<file path="src/rtl/ps2_kbd_rx.sv">
// PS/2 keyboard receiver: synchronizes the raw bus, decodes 11-bit frames and
// queues good scan bytes in a 4-entry FIFO with an AXI-Stream style output.
//
// state  | meaning
// IDLE   | waiting for a start bit (fall with dat=0)
// DATA   | shifting in 8 data bits, LSB first
// PARITY | capturing the odd-parity bit
// STOP   | checking the stop bit, then push or report an error
module ps2_kbd_rx #(
   parameter logic [15:0] TIMEOUT_CYCLES = 16'd50000
) (
   input  logic       clk_in,
   input  logic       rst,
   input  logic       ps2_clk,
   input  logic       ps2_dat,
   output logic [7:0] output_axis_tdata,
   output logic       output_axis_tvalid,
   input  logic       output_axis_tready,
   output logic       busy,
   output logic       parity_error,
   output logic       frame_error,
   output logic       overrun_error
);

   typedef enum logic [1:0] {
      IDLE   = 2'd0,
      DATA   = 2'd1,
      PARITY = 2'd2,
      STOP   = 2'd3
   } state_t;

   state_t      state_q, state_d;
   logic        clk_s1_q, clk_s1_d;
   logic        clk_s2_q, clk_s2_d;
   logic        clk_prev_q, clk_prev_d;
   logic        dat_s1_q, dat_s1_d;
   logic        dat_s2_q, dat_s2_d;
   logic [2:0]  bit_cnt_q, bit_cnt_d;
   logic [7:0]  shift_q, shift_d;
   logic        par_acc_q, par_acc_d;
   logic        par_ok_q, par_ok_d;
   logic [15:0] to_cnt_q, to_cnt_d;
   logic        parity_error_q, parity_error_d;
   logic        frame_error_q, frame_error_d;
   logic        overrun_error_q, overrun_error_d;
   logic [7:0]  mem_q [4];
   logic [7:0]  mem_d [4];
   logic [1:0]  wr_ptr_q, wr_ptr_d;
   logic [1:0]  rd_ptr_q, rd_ptr_d;
   logic [2:0]  fifo_cnt_q, fifo_cnt_d;

   logic fall;
   logic push_req;
   logic push;
   logic pop;
   logic full;

   assign fall = clk_prev_q & ~clk_s2_q;

   always_comb begin
      clk_s1_d        = ps2_clk;
      clk_s2_d        = clk_s1_q;
      clk_prev_d      = clk_s2_q;
      dat_s1_d        = ps2_dat;
      dat_s2_d        = dat_s1_q;
      state_d         = state_q;
      bit_cnt_d       = bit_cnt_q;
      shift_d         = shift_q;
      par_acc_d       = par_acc_q;
      par_ok_d        = par_ok_q;
      to_cnt_d        = to_cnt_q;
      parity_error_d  = 1'b0;
      frame_error_d   = 1'b0;
      push_req        = 1'b0;

      case (state_q)
         IDLE: begin
            if (fall && !dat_s2_q) begin
               state_d   = DATA;
               bit_cnt_d = 3'd0;
               par_acc_d = 1'b0;
            end
         end
         DATA: begin
            if (fall) begin
               shift_d[bit_cnt_q] = dat_s2_q;
               par_acc_d          = par_acc_q ^ dat_s2_q;
               bit_cnt_d          = bit_cnt_q + 3'd1;
               if (bit_cnt_q == 3'd7) state_d = PARITY;
            end
         end
         PARITY: begin
            if (fall) begin
               par_ok_d = par_acc_q ^ dat_s2_q;
               state_d  = STOP;
            end
         end
         STOP: begin
            if (fall) begin
               state_d = IDLE;
               if (!dat_s2_q)      frame_error_d  = 1'b1;
               else if (!par_ok_q) parity_error_d = 1'b1;
               else                push_req       = 1'b1;
            end
         end
         default: state_d = IDLE;
      endcase

      // Stall guard: a frame whose clock stops is abandoned as a framing error.
      if (state_q == IDLE || fall) begin
         to_cnt_d = 16'd0;
      end else if (to_cnt_q >= TIMEOUT_CYCLES) begin
         to_cnt_d      = 16'd0;
         state_d       = IDLE;
         frame_error_d = 1'b1;
      end else begin
         to_cnt_d = to_cnt_q + 16'd1;
      end
   end

   assign full = (fifo_cnt_q == 3'd4);
   assign pop  = (fifo_cnt_q != 3'd0) && output_axis_tready;
   // A pop in the same cycle frees the slot, so a full FIFO still accepts.
   assign push = push_req && (!full || pop);

   always_comb begin
      mem_d           = mem_q;
      wr_ptr_d        = wr_ptr_q;
      rd_ptr_d        = rd_ptr_q;
      fifo_cnt_d      = fifo_cnt_q;
      overrun_error_d = push_req && full && !pop;
      if (push) begin
         mem_d[wr_ptr_q] = shift_q;
         wr_ptr_d        = wr_ptr_q + 2'd1;
      end
      if (pop) rd_ptr_d = rd_ptr_q + 2'd1;
      if (push && !pop)      fifo_cnt_d = fifo_cnt_q + 3'd1;
      else if (pop && !push) fifo_cnt_d = fifo_cnt_q - 3'd1;
   end

   always_ff @(posedge clk_in or posedge rst) begin
      if (rst) begin
         clk_s1_q        <= 1'b1;
         clk_s2_q        <= 1'b1;
         clk_prev_q      <= 1'b1;
         dat_s1_q        <= 1'b1;
         dat_s2_q        <= 1'b1;
         state_q         <= IDLE;
         bit_cnt_q       <= 3'd0;
         shift_q         <= 8'h00;
         par_acc_q       <= 1'b0;
         par_ok_q        <= 1'b0;
         to_cnt_q        <= 16'd0;
         parity_error_q  <= 1'b0;
         frame_error_q   <= 1'b0;
         overrun_error_q <= 1'b0;
         for (int i = 0; i < 4; i++) mem_q[i] <= 8'h00;
         wr_ptr_q        <= 2'd0;
         rd_ptr_q        <= 2'd0;
         fifo_cnt_q      <= 3'd0;
      end else begin
         clk_s1_q        <= clk_s1_d;
         clk_s2_q        <= clk_s2_d;
         clk_prev_q      <= clk_prev_d;
         dat_s1_q        <= dat_s1_d;
         dat_s2_q        <= dat_s2_d;
         state_q         <= state_d;
         bit_cnt_q       <= bit_cnt_d;
         shift_q         <= shift_d;
         par_acc_q       <= par_acc_d;
         par_ok_q        <= par_ok_d;
         to_cnt_q        <= to_cnt_d;
         parity_error_q  <= parity_error_d;
         frame_error_q   <= frame_error_d;
         overrun_error_q <= overrun_error_d;
         mem_q           <= mem_d;
         wr_ptr_q        <= wr_ptr_d;
         rd_ptr_q        <= rd_ptr_d;
         fifo_cnt_q      <= fifo_cnt_d;
      end
   end

   assign output_axis_tvalid = (fifo_cnt_q != 3'd0);
   assign output_axis_tdata  = output_axis_tvalid ? mem_q[rd_ptr_q] : 8'h00;
   assign busy               = (state_q != IDLE);
   assign parity_error       = parity_error_q;
   assign frame_error        = frame_error_q;
   assign overrun_error      = overrun_error_q;

endmodule
</file>
<file path="config.mk">
export PLATFORM = sky130hd
export DESIGN_NAME = ps2_kbd_rx
export DESIGN_NICKNAME = d
export VERILOG_FILES = /design/src/rtl/ps2_kbd_rx.sv
export SDC_FILE = /design/constraint.sdc
export NUM_CORES = 1
export LEC_CHECK = 0
export CAP_MARGIN = 30
export CORE_ASPECT_RATIO = 0.6
export CORE_MARGIN = 3
export CORE_UTILIZATION = 45
export CTS_CLUSTER_DIAMETER = 120
export DETAILED_ROUTE_END_ITERATION = 8
export PLACE_DENSITY = 0.67
export SLEW_MARGIN = 5
export SYNTH_ARGS = -nofsm -noshare
export SYNTH_HDL_FRONTEND = slang
export SYNTH_SLANG_ARGS = --single-unit
</file>
<file path="constraint.sdc">
create_clock -name clk_in -period 2.59 [get_ports clk_in]
set_clock_uncertainty 0.2 [all_clocks]
set_input_delay 0.259 -clock clk_in [delete_from_list [all_inputs] [get_ports clk_in]]
set_output_delay 0.259 -clock clk_in [all_outputs]
set_load 0.01 [all_outputs]
</file>
# After elaboration in Yosys (flattened, before gate mapping)
# Cells that the tools add are included.
totals:
  reg_bits: 78
  in_bits: 5
  output_inout_bits: 13
classes:
  addsub: 6
  order_cmp: 6
  n_eq_ne: 7
  n_mux: 41
  bitwise_logic: 5
  reduce_logical: 23
ops:
  columns: ["cell", "count"]
  rows:
  - ["bitwise mux 32 bit", 1]
  - ["2-to-1 mux 16 bit", 2]
  - ["2-to-1 mux 8 bit", 4]
  - ["adder 16 x 1 -> 16 bit, second input constant", 1]
  - ["binary-select mux 8 bit (select 2 bit)", 1]
  - ["demux 8 bit (select 2 bit)", 1]
  - [">= comparator 16 bit, second input constant", 1]
  - ["2-to-1 mux 1 bit", 16]
  - ["2-to-1 mux 2 bit", 7]
  - ["2-to-1 mux 3 bit", 4]
  - ["logical AND 1 bit", 9]
  - ["bitwise mux 8 bit", 1]
  - ["case mux 2 bit (4 select lines)", 1]
  - ["adder 3 x 1 -> 3 bit, second input constant", 2]
  - ["== test 3 bit, second input constant", 2]
  - [">= comparator 3 bit, second input constant", 2]
  - ["inverter 2 -> 3 bit", 2]
  - ["case mux 3 bit (2 select lines)", 1]
  - ["nonzero test 2 bit", 3]
  - ["adder 2 x 1 -> 2 bit, second input constant", 2]
  - ["== test 2 bit, second input constant", 2]
  - ["logical NOT 1 bit", 4]
  - ["< comparator 3 x 4 -> 1 bit, second input constant", 1]
  - ["!= test 2 bit, second input constant", 2]
  - ["14 further kinds", 16]

# Longest topological paths before layout
depth:
  depth_word: 9
  mapped_depth: 9

# Least setup slack after synthesis
# Ideal clock, no wire load.
synth_path:
  path_type: "register to register"
  from: "register clk_prev_q"
  to: "register fifo_cnt_q[2]"
  setup_ps: 79
  t_arrival_ps: 2239
  t_required_ps: 2311
  setup_slack_ps: 71
  stages_incl_launch_ff: 9
  path_buffers: 0
  cell_sequence: "dfstp_2 nand4b_4 nor3_4 ha_1 inv_1 fa_1 xor2_1 nor2_1 xor2_1"
synth_between:
  elab_chain_cells: 7
synth_rtl:
  columns: ["item", "line_no", "source"]
  rows:
  - ["start: declaration", "35", "logic clk_prev_q, clk_prev_d;"]
  - ["start signal: assignment", "164", "clk_prev_q <= clk_prev_d;"]
  - ["AND 1 bit (*)", "58", "assign fall = clk_prev_q & ~clk_s2_q;"]
  - ["2-to-1 mux 1 bit (*)", "99", "if (fall) begin"]
  - ["2-to-1 mux 1 bit (*)", "76", "case (state_q)"]
  - ["logical AND 1 bit (*)", "124", "assign push = push_req && (!full || pop);"]
  - ["net push", "54", "logic push;"]
  - ["logical NOT 1 bit", "138", "else if (pop && !push) fifo_cnt_d = fifo_cnt_q - 3'd1;"]
  - ["logical AND 1 bit", "138", null]
  - ["nonzero test 2 bit (no source line)", null, null]
  - ["end signal: assignment", "179", "fifo_cnt_q <= fifo_cnt_d;"]
  - ["end: declaration", "50", "logic [2:0] fifo_cnt_q, fifo_cnt_d;"]
# The timed path passes the listed nets; every way through them passes the cells marked *.
# A chain may end at the register's enable or synchronous reset.

# Worst setup path in the final report
layout_path:
  from: "register rd_ptr_q[1]"
  to: "output output_axis_tdata[3]"
layout_between:
  elab_chain_cells: 5
layout_rtl:
  columns: ["item", "line_no", "source"]
  rows:
  - ["start: declaration", "49", "logic [1:0] rd_ptr_q, rd_ptr_d;"]
  - ["start signal: assignment", "178", "rd_ptr_q <= rd_ptr_d;"]
  - ["inverter 2 -> 3 bit (implied by the code)", "184", "assign output_axis_tdata = output_axis_tvalid ? mem_q[rd_ptr_q] : 8'h00;"]
  - ["binary-select mux 8 bit (select 2 bit)", "184", null]
  - ["2-to-1 mux 8 bit (implied by the code) (2 in series)", "184", null]
  - ["2-to-1 mux 8 bit", "184", null]
  - ["end: declaration", "16", "output logic [7:0] output_axis_tdata,"]
# Every way passes these cells. The select of a mux whose other input is x is not followed.

==> results.ini <==
[route]
ant_nets=0
vias_per_cell=5.23
detail_route.first_pass.iterations=4
wl_per_cell_um=16.3
vias=2221
drc=0
routed_wl_um=6920
drt_iter0_drc=134

[min_path]
worstHoldEndpoint=clk_s1_q
hold_path_class=in2reg
whs_path_depth=1
hp-start=ps2_clk

[power_and_ir_drop]
power.total_mw=3.75
power_frac_comb=0.195
power_density_nw_per_um2=864
seqPwrFrac=0.452
p_clk_frac=0.353
ir_drop_mv=0.376
p_leak_nw=2.02
swShare=0.290
internal-power_mw=2.66
p_switching_mw=1.09

[synthesis]
ys_seq_elements=78
synth_area_um2=3640
ys.flop_type=dfrtp_1
synth.avg_cell_area_um2=12.8
async_reset_ff_frac=1.00
yosysUniqueCellTypes=45
synth_edf_count=0
ys_seq_area_frac=0.538
ys_warn_count=0
syn_nets=300
syn_inst=285

[global_route]
grt_max_degree=79
grt_pass1_wl_um=11500
grt_pass1_vias=2162
grt_use_total=0.169
grt_antenna_before_repair=0
overflow=0

[clock_tree]
clk_path_buf_depth=2
clk_pin_slew_ns=0.06
cts_root_buf=clkbuf_16
clock-sinks=78
cts_max_level=3
clk_latency_ns=0.33
cts_tree=done
numCtsBuffers=9

[timing]
slew_headroom=0.699
min_period_ns=2.46
hold_viol=0
rsz0062_at_grt=no
setup_viol=0
maxClockFrequency_ghz=0.406
period_share=0.952
slew_viol_final=0
tightest_slew_ns=0.448

[die]
rows=24
die_w_um=122
pin_count=18
die_h_um=75.7
dieArea_um2=9240
initial_utilization=0.481
coreArea_um2=7570

[outcome]
status=finished, final reports clean

[place]
gp_congestion=0.838
portBuffers=17
placed_area_um2=4010
dpl.hpwl_um=4760

[setup_path]
crit_path_start_kind=flop
cp_max_fo=9
critical_path_arrival_ns=2.01
rr_endpoint=fifo_cnt_q[1]
rr_startpoint=fifo_cnt_q[0]
required_ns=2.13
worstSetupPathType=reg2out
timing.critical_path.to_type=output port
ff2ff_path_depth=7
rrSetupSlack_ns=0.26

[run]
maxCapViolCount=0

[final_layout]
final_net_count=333
num_antenna_cells=0
area_delta_synth_final_pct=19.0
drive_gt1_frac=0.277
final_cell_area_um2=4330

## Yosys cell counts (3+ instances only)
cell type,instances,share of area
o21ai_0,7,0.0096
and2_1,8,0.014
clkbuf_1,5,0.0052
nor3_1,4,0.0055
nand2_1,10,0.010
or3_1,3,0.0052
ha_1,9,0.031
xnor2_1,9,0.022
nor3b_1,4,0.0082
mux4_2,8,0.049
mux2_2,38,0.12
and3_1,3,0.0052
nor2_1,22,0.023
inv_1,10,0.010
nand2_4,4,0.012
dfstp_2,5,0.036
dfrtp_1,73,0.50
a21oi_1,6,0.0082
xor2_1,9,0.022
nand4_1,3,0.0052
nand3_1,12,0.016
## placed cells by master (no fill, tap or decap), types with 2 or more instances in the layout
master,count
a21oi_1,6
nand2_4,4
and2_1,8
nor2_1,22
clkdlybuf4s50_1,17
o21ai_0,7
bufinv_16,2
dfstp_2,5
xor2_1,9
xnor2_1,9
mux2_2,38
o2bb2ai_1,2
mux4_2,8
nor2b_1,2
or3_1,3
nand3_1,12
dfrtp_1,72
buf_4,10
inv_1,9
or2_2,2
nor4b_1,2
ha_1,9
nand4_1,3
nand2_1,10
and3_1,3
mux2_4,2
nor3_1,4
nor3b_1,4
clkbuf_16,9
a31oi_1,2
nand3b_1,2
a22o_1,2
## layer usage
layer  share of wire  GRT usage
met1            0.57      0.265
met2            0.38      0.214
met3           0.045     0.0586
met4          0.0059     0.0521
met5               0          0
## state kept, by name, indices dropped and copies added, names as in the netlist, 2 cells and up
| name | cells |
|---|---|
| fifo_cnt_q | 3 |
| to_cnt_q | 16 |
| wr_ptr_q | 2 |
| rd_ptr_q | 2 |
| mem_q | 32 |
| state_q | 2 |
| bit_cnt_q | 3 |
| shift_q | 8 |
## metrics by stage
| stage | worst slack [ns] | TNS, ns | cells | utilization | hold WS, ns |
|---|---|---|---|---|---|
| 2_1_floorplan | 0.0714 | 0 | 285 | - | 0.0635 |
| 3_3_place_gp | -0.229 | -0.382 | 410 | 0.530 | 0.149 |
| 3_5_place_dp | -0.285 | -0.487 | 410 | 0.530 | 0.150 |
| 4_1_cts | 0.0635 | 0 | 425 | 0.572 | 0.118 |
| 5_1_grt | 0.0328 | 0 | 425 | 0.573 | 0.129 |
| 6_report | 0.125 | 0 | 425 | 0.573 | 0.131 |
## repair_timing
item | in CTS | in global routing
setup buffers | 1 | 0
pin swaps | 1 | 0
endpoints found under the setup margin | 5 | 3
hold buffers | 0 | 0
gates resized for setup | 1 | 1
endpoints found under the hold margin | 0 | 0
## logic make-up (layout without fill, tap and decap cells)
kind of cell    count (synthesis)  in the layout  synth area share
mux                            49             49             0.178
xor+xnor                       18             18            0.0433
buf+inv                        17             53            0.0182
compound gates                 25             25            0.0436
fa+ha+maj                      10             10            0.0364
flops                          78             78             0.538
simple gates                   88             88             0.143
## critical path, stage by stage, from the launching register on
cell             delay, ns
dfrtp_1               0.34
buf_6                 0.17
mux4_2                0.52
and2_1                0.17
clkdlybuf4s50_1       0.47
## worst max-delay path by stage
stage                        from                    to  slack [ns]
2_1_floorplan          clk_prev_q         fifo_cnt_q[2]        0.07
3_3_place_gp   output_axis_tready         fifo_cnt_q[2]       -0.23
3_5_place_dp   output_axis_tready         fifo_cnt_q[2]       -0.29
4_1_cts               rd_ptr_q[1]  output_axis_tdata[1]        0.06
5_1_grt               rd_ptr_q[1]  output_axis_tdata[1]        0.03
6_report              rd_ptr_q[1]  output_axis_tdata[3]        0.13
## power groups by stage
stage | sequential (mW) | combinational, mW | clock [mW]
4_1_cts | 1.69 | 0.739 | 1.35
2_1_floorplan | 1.60 | 0.558 | 0
6_report | 1.69 | 0.732 | 1.32
5_1_grt | 1.74 | 0.832 | 1.41
3_3_place_gp | 1.70 | 0.714 | 0
3_5_place_dp | 1.70 | 0.736 | 0
## final cells by class
class	instances	area, um2
multi-input combinational	190	1620
timing repair buffer	29	277
clock buffer	10	239
sequential	78	1960
clock inverter	4	72.6
tap	104	130
inverter	10	37.5
fill	609	3230
(Power assumes the default switching activity.)
